==> config.mk <==
export PLATFORM = sky130hd
export DESIGN_NAME = wb_port_scheduler
export DESIGN_NICKNAME = d
export VERILOG_FILES = /design/src/rtl/wb_port_scheduler.sv
export SDC_FILE = /design/constraint.sdc
export NUM_CORES = 1
export LEC_CHECK = 0
export CORE_MARGIN = 5
export CORE_UTILIZATION = 53
export CTS_BUF_LIST = sky130_fd_sc_hd__clkbuf_8
export CTS_CLUSTER_SIZE = 40
export DETAILED_ROUTE_END_ITERATION = 8
export PLACE_DENSITY = 0.95
export SLEW_MARGIN = 20
export SYNTH_ARGS = -nofsm -noshare
export SYNTH_HDL_FRONTEND = slang
export SYNTH_SLANG_ARGS = --single-unit
==> constraint.sdc <==
create_clock -name clk -period 6.7 [get_ports clk]
set_input_delay 0.67 -clock clk [delete_from_list [all_inputs] [get_ports clk]]
set_output_delay 0.67 -clock clk [all_outputs]
set_load 0.05 [all_outputs]
==> src/rtl/wb_port_scheduler.sv <==
// Arbitrates the single register-file write port between pipeline writeback and buffered
// divider results, with an aging FIFO and write-after-write squashing of stale divide results.
module wb_port_scheduler #(
    parameter int unsigned XLEN      = 32,
    parameter int unsigned DEPTH     = 2,
    parameter int unsigned AGE_LIMIT = 4
) (
    input  logic                     clk,
    input  logic                     rst_n,
    input  logic                     pipe_we,
    input  logic [4:0]               pipe_dst,
    input  logic [XLEN-1:0]          pipe_data,
    input  logic                     div_valid,
    input  logic [4:0]               div_dst,
    input  logic                     div_get_rem,
    input  logic [XLEN-1:0]          div_quotient,
    input  logic [XLEN-1:0]          div_remainder,
    output logic                     pipe_stall,
    output logic                     rf_we,
    output logic [4:0]               rf_dst,
    output logic [XLEN-1:0]          rf_data,
    output logic [31:0]              pending_mask,
    output logic [$clog2(DEPTH):0]   fifo_count
);
    localparam int unsigned PtrW = (DEPTH > 1) ? $clog2(DEPTH) : 1;
    localparam int unsigned CntW = $clog2(DEPTH) + 1;
    localparam int unsigned AgeW = $clog2(AGE_LIMIT + 1);

    logic [DEPTH-1:0][4:0]      ent_dst_q,  ent_dst_d;
    logic [DEPTH-1:0][XLEN-1:0] ent_data_q, ent_data_d;
    logic [DEPTH-1:0]           ent_live_q, ent_live_d;
    logic [PtrW-1:0]            rd_ptr_q, rd_ptr_d, wr_ptr_q, wr_ptr_d;
    logic [CntW-1:0]            count_q, count_d;
    logic [AgeW-1:0]            age_q, age_d;
    logic                       rf_we_q, rf_we_d;
    logic [4:0]                 rf_dst_q, rf_dst_d;
    logic [XLEN-1:0]            rf_data_q, rf_data_d;

    logic pipe_eff, head_valid, div_grant, pipe_grant, push;

    always_comb begin
        pipe_eff   = pipe_we && (pipe_dst != 5'd0);
        head_valid = (count_q != '0);
        div_grant  = head_valid && (!pipe_eff || (age_q >= AgeW'(AGE_LIMIT)) ||
                                    (count_q == CntW'(DEPTH)));
        pipe_grant = pipe_eff && !div_grant;
        pipe_stall = pipe_eff && div_grant;
        push       = div_valid && (div_dst != 5'd0);
    end

    always_comb begin
        ent_dst_d  = ent_dst_q;
        ent_data_d = ent_data_q;
        ent_live_d = ent_live_q;
        rd_ptr_d   = rd_ptr_q;
        wr_ptr_d   = wr_ptr_q;
        count_d    = count_q;
        age_d      = age_q;
        rf_we_d    = 1'b0;
        rf_dst_d   = rf_dst_q;
        rf_data_d  = rf_data_q;

        if (div_grant) begin
            if (ent_live_q[rd_ptr_q]) begin
                rf_we_d   = 1'b1;
                rf_dst_d  = ent_dst_q[rd_ptr_q];
                rf_data_d = ent_data_q[rd_ptr_q];
            end
        end else if (pipe_grant) begin
            rf_we_d   = 1'b1;
            rf_dst_d  = pipe_dst;
            rf_data_d = pipe_data;
        end

        // The younger pipeline write makes older buffered results to the same register stale.
        if (pipe_grant) begin
            for (int i = 0; i < DEPTH; i++) begin
                if (ent_dst_q[i] == pipe_dst) ent_live_d[i] = 1'b0;
            end
        end

        if (div_grant) begin
            ent_live_d[rd_ptr_q] = 1'b0;
            rd_ptr_d             = rd_ptr_q + PtrW'(1);
            age_d                = '0;
        end else if (head_valid && (age_q < AgeW'(AGE_LIMIT))) begin
            age_d = age_q + AgeW'(1);
        end

        // When full, the forced pop frees exactly the slot this push lands in.
        if (push) begin
            ent_dst_d[wr_ptr_q]  = div_dst;
            ent_data_d[wr_ptr_q] = div_get_rem ? div_remainder : div_quotient;
            ent_live_d[wr_ptr_q] = !(pipe_grant && (div_dst == pipe_dst));
            wr_ptr_d             = wr_ptr_q + PtrW'(1);
        end

        count_d = count_q + CntW'(push) - CntW'(div_grant);
        if (count_d == '0) age_d = '0;
    end

    always_ff @(posedge clk or negedge rst_n) begin
        if (!rst_n) begin
            ent_dst_q  <= '0;
            ent_data_q <= '0;
            ent_live_q <= '0;
            rd_ptr_q   <= '0;
            wr_ptr_q   <= '0;
            count_q    <= '0;
            age_q      <= '0;
            rf_we_q    <= 1'b0;
            rf_dst_q   <= '0;
            rf_data_q  <= '0;
        end else begin
            ent_dst_q  <= ent_dst_d;
            ent_data_q <= ent_data_d;
            ent_live_q <= ent_live_d;
            rd_ptr_q   <= rd_ptr_d;
            wr_ptr_q   <= wr_ptr_d;
            count_q    <= count_d;
            age_q      <= age_d;
            rf_we_q    <= rf_we_d;
            rf_dst_q   <= rf_dst_d;
            rf_data_q  <= rf_data_d;
        end
    end

    // Free slots never hold live=1, so the mask can scan every slot.
    always_comb begin
        pending_mask = '0;
        for (int i = 0; i < DEPTH; i++) begin
            if (ent_live_q[i]) pending_mask[ent_dst_q[i]] = 1'b1;
        end
    end

    assign rf_we      = rf_we_q;
    assign rf_dst     = rf_dst_q;
    assign rf_data    = rf_data_q;
    assign fifo_count = count_q;

endmodule

Word level (Yosys, flattened, before mapping)
Cells that the tools add are included.

Register bits after elaboration: 121. Output and inout bits: 73. Logic and storage cells: 99.

$add $sub $neg: 5. Order comparisons: 10. Equality and inequality tests: 5. Multiplexer cells: 41. Bitwise gates (word level): 3. Reductions and logical operators: 23.

Operators with widths (count): 32-bit two-way mux (9); 64-bit bitwise mux (1); 32-bit demux with 1-bit select (1); 32-bit bitwise OR (1); 5-bit two-way mux (6); 5-bit equality test (3); 5-bit by 6-bit < comparator with 1-bit output (second input constant) (2); 1-bit logical AND (11); 1-bit two-way mux (11); 10-bit bitwise mux (1); 1-bit demux with 5-bit select (2); 5-bit by 1-bit >= comparator with 1-bit output (second input constant) (2); 5-bit nonzero test (2); 3-bit two-way mux (3); 2-bit two-way mux (3); 5-bit demux with 1-bit select (1); 1-bit by 2-bit < comparator with 1-bit output (second input constant) (2); 2-bit nonzero test (2); 3-bit by 1-bit adder with 3-bit output (second input constant) (1); 3-bit >= comparator (second input constant) (1); 1-bit logical NOT (3); 3-bit < comparator (second input constant) (1); 3-bit nonzero test (1); 1-bit adder (second input constant) (2); other kinds (12) (15).

Logic depth before layout (Yosys ltp)
Word-level depth: 13. Depth in mapped cells: 14. Mapped depth without buffers: 11.

Least setup slack after synthesis
Ideal clock, no wire load.

Path kind: input to register. Start: input pipe_dst[4]. End: register age_q[0]. Arrival time: 2728 ps. Data required time: 6575 ps. Path slack: 3847 ps. Stages on the path: 14. Path buffers: 3. Path through: clkbuf_1 > nor3_1 > a211oi_1 > or2_1 > buf_2 > buf_2 > inv_1 > ha_1 > inv_1 > ha_1 > xnor2_1 > xnor2_1 > o21ai_1 > nor2_1.

Longest elaborated chain between the ends: 9. Elaborated cells on any way between the ends: 11. Those cells by class: add/sub (1); mux (2); reduce/logical (8).

RTL lines: from (decl) (line 11) `input logic [4:0] pipe_dst,`; 5-bit nonzero test (*) (line 42) `pipe_eff = pipe_we && (pipe_dst != 5'd0);`; 1-bit logical AND (*) (line 42); 1-bit logical NOT (*) (line 44) `div_grant = head_valid && (!pipe_eff || (age_q >= AgeW'(AGE_LIMIT)) ||`; 1-bit logical OR (*) (2 in a row) (line 44); 1-bit logical AND (*) (line 44); 2-bit by 1-bit subtractor with 2-bit output (*) (line 98) `count_d = count_q + CntW'(push) - CntW'(div_grant);`; named net count_d[1] (line 33) `logic [CntW-1:0] count_q, count_d;`; 2-bit logical NOT (*) (line 99) `if (count_d == '0) age_d = '0;`; 3-bit nonzero test (no source line) or 3-bit two-way mux (tied branches); to (signal assigned) (line 121) `age_q <= age_d;`; to (decl) (line 34) `logic [AgeW-1:0] age_q, age_d;`.

The timed path passes the listed nets; every way through them passes the cells marked *. A chain may end at the register's enable or synchronous reset.

Worst setup path in the final report
Start: input pipe_dst[0]. End: register age_q[2].

Same word-level chain as after synthesis.

==> impl_metrics.ini <==
[outcome]
status = completed

[flow_run]
drv_cap = 0

[grt]
grt_use_total_pct = 25.1
grt_pass1_vias = 5955
globalRouteMet1Util_pct = 30.6
met3_usage_pct = 5.59
grt-ovfl-total = 0
grt_max_degree = 76
busiest_layer = met2
grt_pass1_wl_mm = 29.1
antenna_found_initial = 0
met2_usage_pct = 43.9

[worst_setup_path]
startpoint = pipe_dst[0]
r2r_start = fifo_count[0]$_DFF_PN0_
cp.depth = 13
path_buf_inv = 4
arrival_ps = 4350
cpPeakStageDelay_ps = 800
r2r_cells = 10
worstSetupPathType = in2reg
cp.required_ps = 7040
worst-path-max-fanout = 41
path_cells = clkdlybuf4s50_1 -> nor3_1 -> a211oi_4 -> buf_4 -> or2_2 -> inv_1 -> ha_1 -> inv_1 -> ha_1 -> xnor2_1 -> xnor2_1 -> o21ai_1 -> a21oi_1
crit_path_start_kind = input pin
end_kind = flip-flop
crit_slowest_cell = or2_2
cp_top_family = buffers and inverters

[drt]
viasPerCell = 5.98
drt_iter0_markers = 604
ant_nets = 0
drt_first_pass_iters = 6
wl_per_cell_um = 18.6
drc = 0
wirelength_mm = 17.9
via_count = 5749

[yosys]
synth_nets = 775
syn-cell-area_um2 = 6230
synth_ff_type = dfrtp_1
synth_edf_count = 0
synthArstFlopShare_pct = 100
netlist_instances = 661
yosysMostFrequentCell = dfrtp_1
synth_cell_types = 35
yosysWarningCount = 0
synth_common_cells = 121 x dfrtp_1, 108 x nand2_1, 95 x o21ai_0, 70 x mux2i_1, 40 x nor3_1
yosys.area.top_type_share_pct = 48.6
ys_ff_latch = 121
yosys.area.top_type = dfrtp_1
seq_area_frac_synth_pct = 48.6
synth_area_leaders = dfrtp_1 49%, mux2i_1 11%, o21ai_0 7.6%
synth_area_per_cell_um2 = 9.42

[power_and_ir_drop]
irDropWorstVdd_mv = 0.464
power.density_nw_per_um2 = 443
total_power_mw = 3.75
p_leak_nw = 3.56

[cts]
clkSinkCount = 121
cts_buffers = 17
h-tree-depth = 4
ctsResizeCount = 0
clkTransAtPathRegs_ps = 80
cts_tree = yes
postCtsHoldBufs = 0
clock-root-buffer = clkbuf_8
post_cts_buffers = 0
clkLatencyLatePin_ps = 440
clock_path_buffers = 2

[cells_and_area]
ff_latch_area_um2 = 3030
area_growth_pct = 35.7
nFillCells = 775
fin_area_um2 = 8450
drive_gt1_share_pct = 8.07
nets = 919
multi_input_area_um2 = 2930
num_antenna_cells = 0

[place]
gp_congestion = 0.877
portBuffers = 183
place_area_um2 = 8010
hpwl_mm = 12.0
place_ws_ps = 2280

[sta]
finalWorstSetupSlack_ps = 2690
hold_viol = 0
finalSetupViolCount = 0
max_freq_mhz = 250
tightest_slew_ps = 999
period_share_pct = 59.8
rsz0062_at_grt = no
relSlewSlack_pct = 33.4
skew_ps = 15.3
fin_crit_ps = 4010
slew_violations = 0
tns_ps = 0

[floorplan]
coreArea_um2 = 11500
die_w_um = 118
io_pins = 184
row_count = 39
start_util_pct = 54.3
die_y_um = 118
die_area_um2 = 14000

[worst_hold_path]
hold_path_class = in2async
==> cells in the final DEF, fill, tap and decap left out, drive strengths merged, types with 10 or more instances in the layout <==
cell type / synthesis / routed
clkdlybuf4s50: 0 / 181
dfrtp: 121 / 121
nand2: 108 / 108
o21ai: 104 / 104
mux2i: 70 / 70
nor3: 40 / 40
a21oi: 38 / 38
o22ai: 34 / 34
clkbuf: 34 / 20
xnor2: 13 / 13
mux2: 11 / 11
nand3b: 10 / 10
==> flip-flops by register name (all words and copies together) (netlist names), 2 cells and up <==
name,flops
ent_data_q,64
ent_live_q,2
fifo_count,2
rf_data,32
age_q,3
rf_dst,5
ent_dst_q,10
==> path summary, 6_finish.rpt <==
check	end	slack, ps
setup / recovery	age_q[2]$_DFFE_PN0P_	2690
hold / removal	ent_data_q[28]$_DFFE_PN0P_	290
setup reg to reg	age_q[2]$_DFFE_PN0P_	3040
hold reg to reg	rf_data[28]$_DFFE_PN0P_	480
max in group asynchronous	ent_data_q[11]$_DFFE_PN0P_	5140
min in group clk	rf_data[28]$_DFFE_PN0P_	480
==> metrics by stage <==
| stage | hold WS [ps] | utilization (%) | cells |
|---|---|---|---|
| global route | 351 | 73.7 | 961 |
| floorplan | 374 | - | 661 |
| finish | 293 | 73.7 | 961 |
| global placement | 460 | 69.8 | 929 |
| detailed placement | 469 | 69.9 | 929 |
| CTS | 330 | 73.7 | 961 |
==> metal layers <==
metal	share of wire, %	wire length, um	up-vias
met5	0	0	-
met4	2.4	427	0
met3	7.1	1270	55
met2	51	9120	284
met1	39	7060	2794
li1	-	-	2616
==> final cells by class <==
type	count	share of cell area [%]
flip-flops and latches	121	35.9
multi-input cells	473	34.7
repair buffers	187	21.9
clock buffers	20	3.26
well taps	143	2.12
clock inverters	12	1.94
inverters	5	0.222
==> cells by family after synthesis <==
| kind of cell | Yosys count | share of synthesized area (%) |
|---|---|---|
| DFF | 121 | 48.6 |
| buffers and inverters | 67 | 5.12 |
| muxes | 81 | 13.2 |
| xor gates and xnor gates | 19 | 2.67 |
| adders and majority gates | 3 | 0.603 |
| AOI/OAI and AO/OA | 182 | 16.0 |
| and+or+nand+nor | 188 | 13.8 |
==> worst register-to-register path: stages (launching register included) <==
cell and delay [ps]:
dfrtp_1 500, nor2_4 810, or2_2 860, inv_1 180, ha_1 330, inv_1 40
ha_1 180, xnor2_1 170, xnor2_1 170, o21ai_1 130, a21oi_1 200
==> report_power, final <==
group / leakage [nW] / switching (mW) / internal [mW] / total, mW
sequential: 1.49 / 0.258 / 0.982 / 1.24
combinational: 1.86 / 1.14 / 0.655 / 1.80
clock: 0.208 / 0.310 / 0.402 / 0.712
Power figures use the tool's default switching activity.
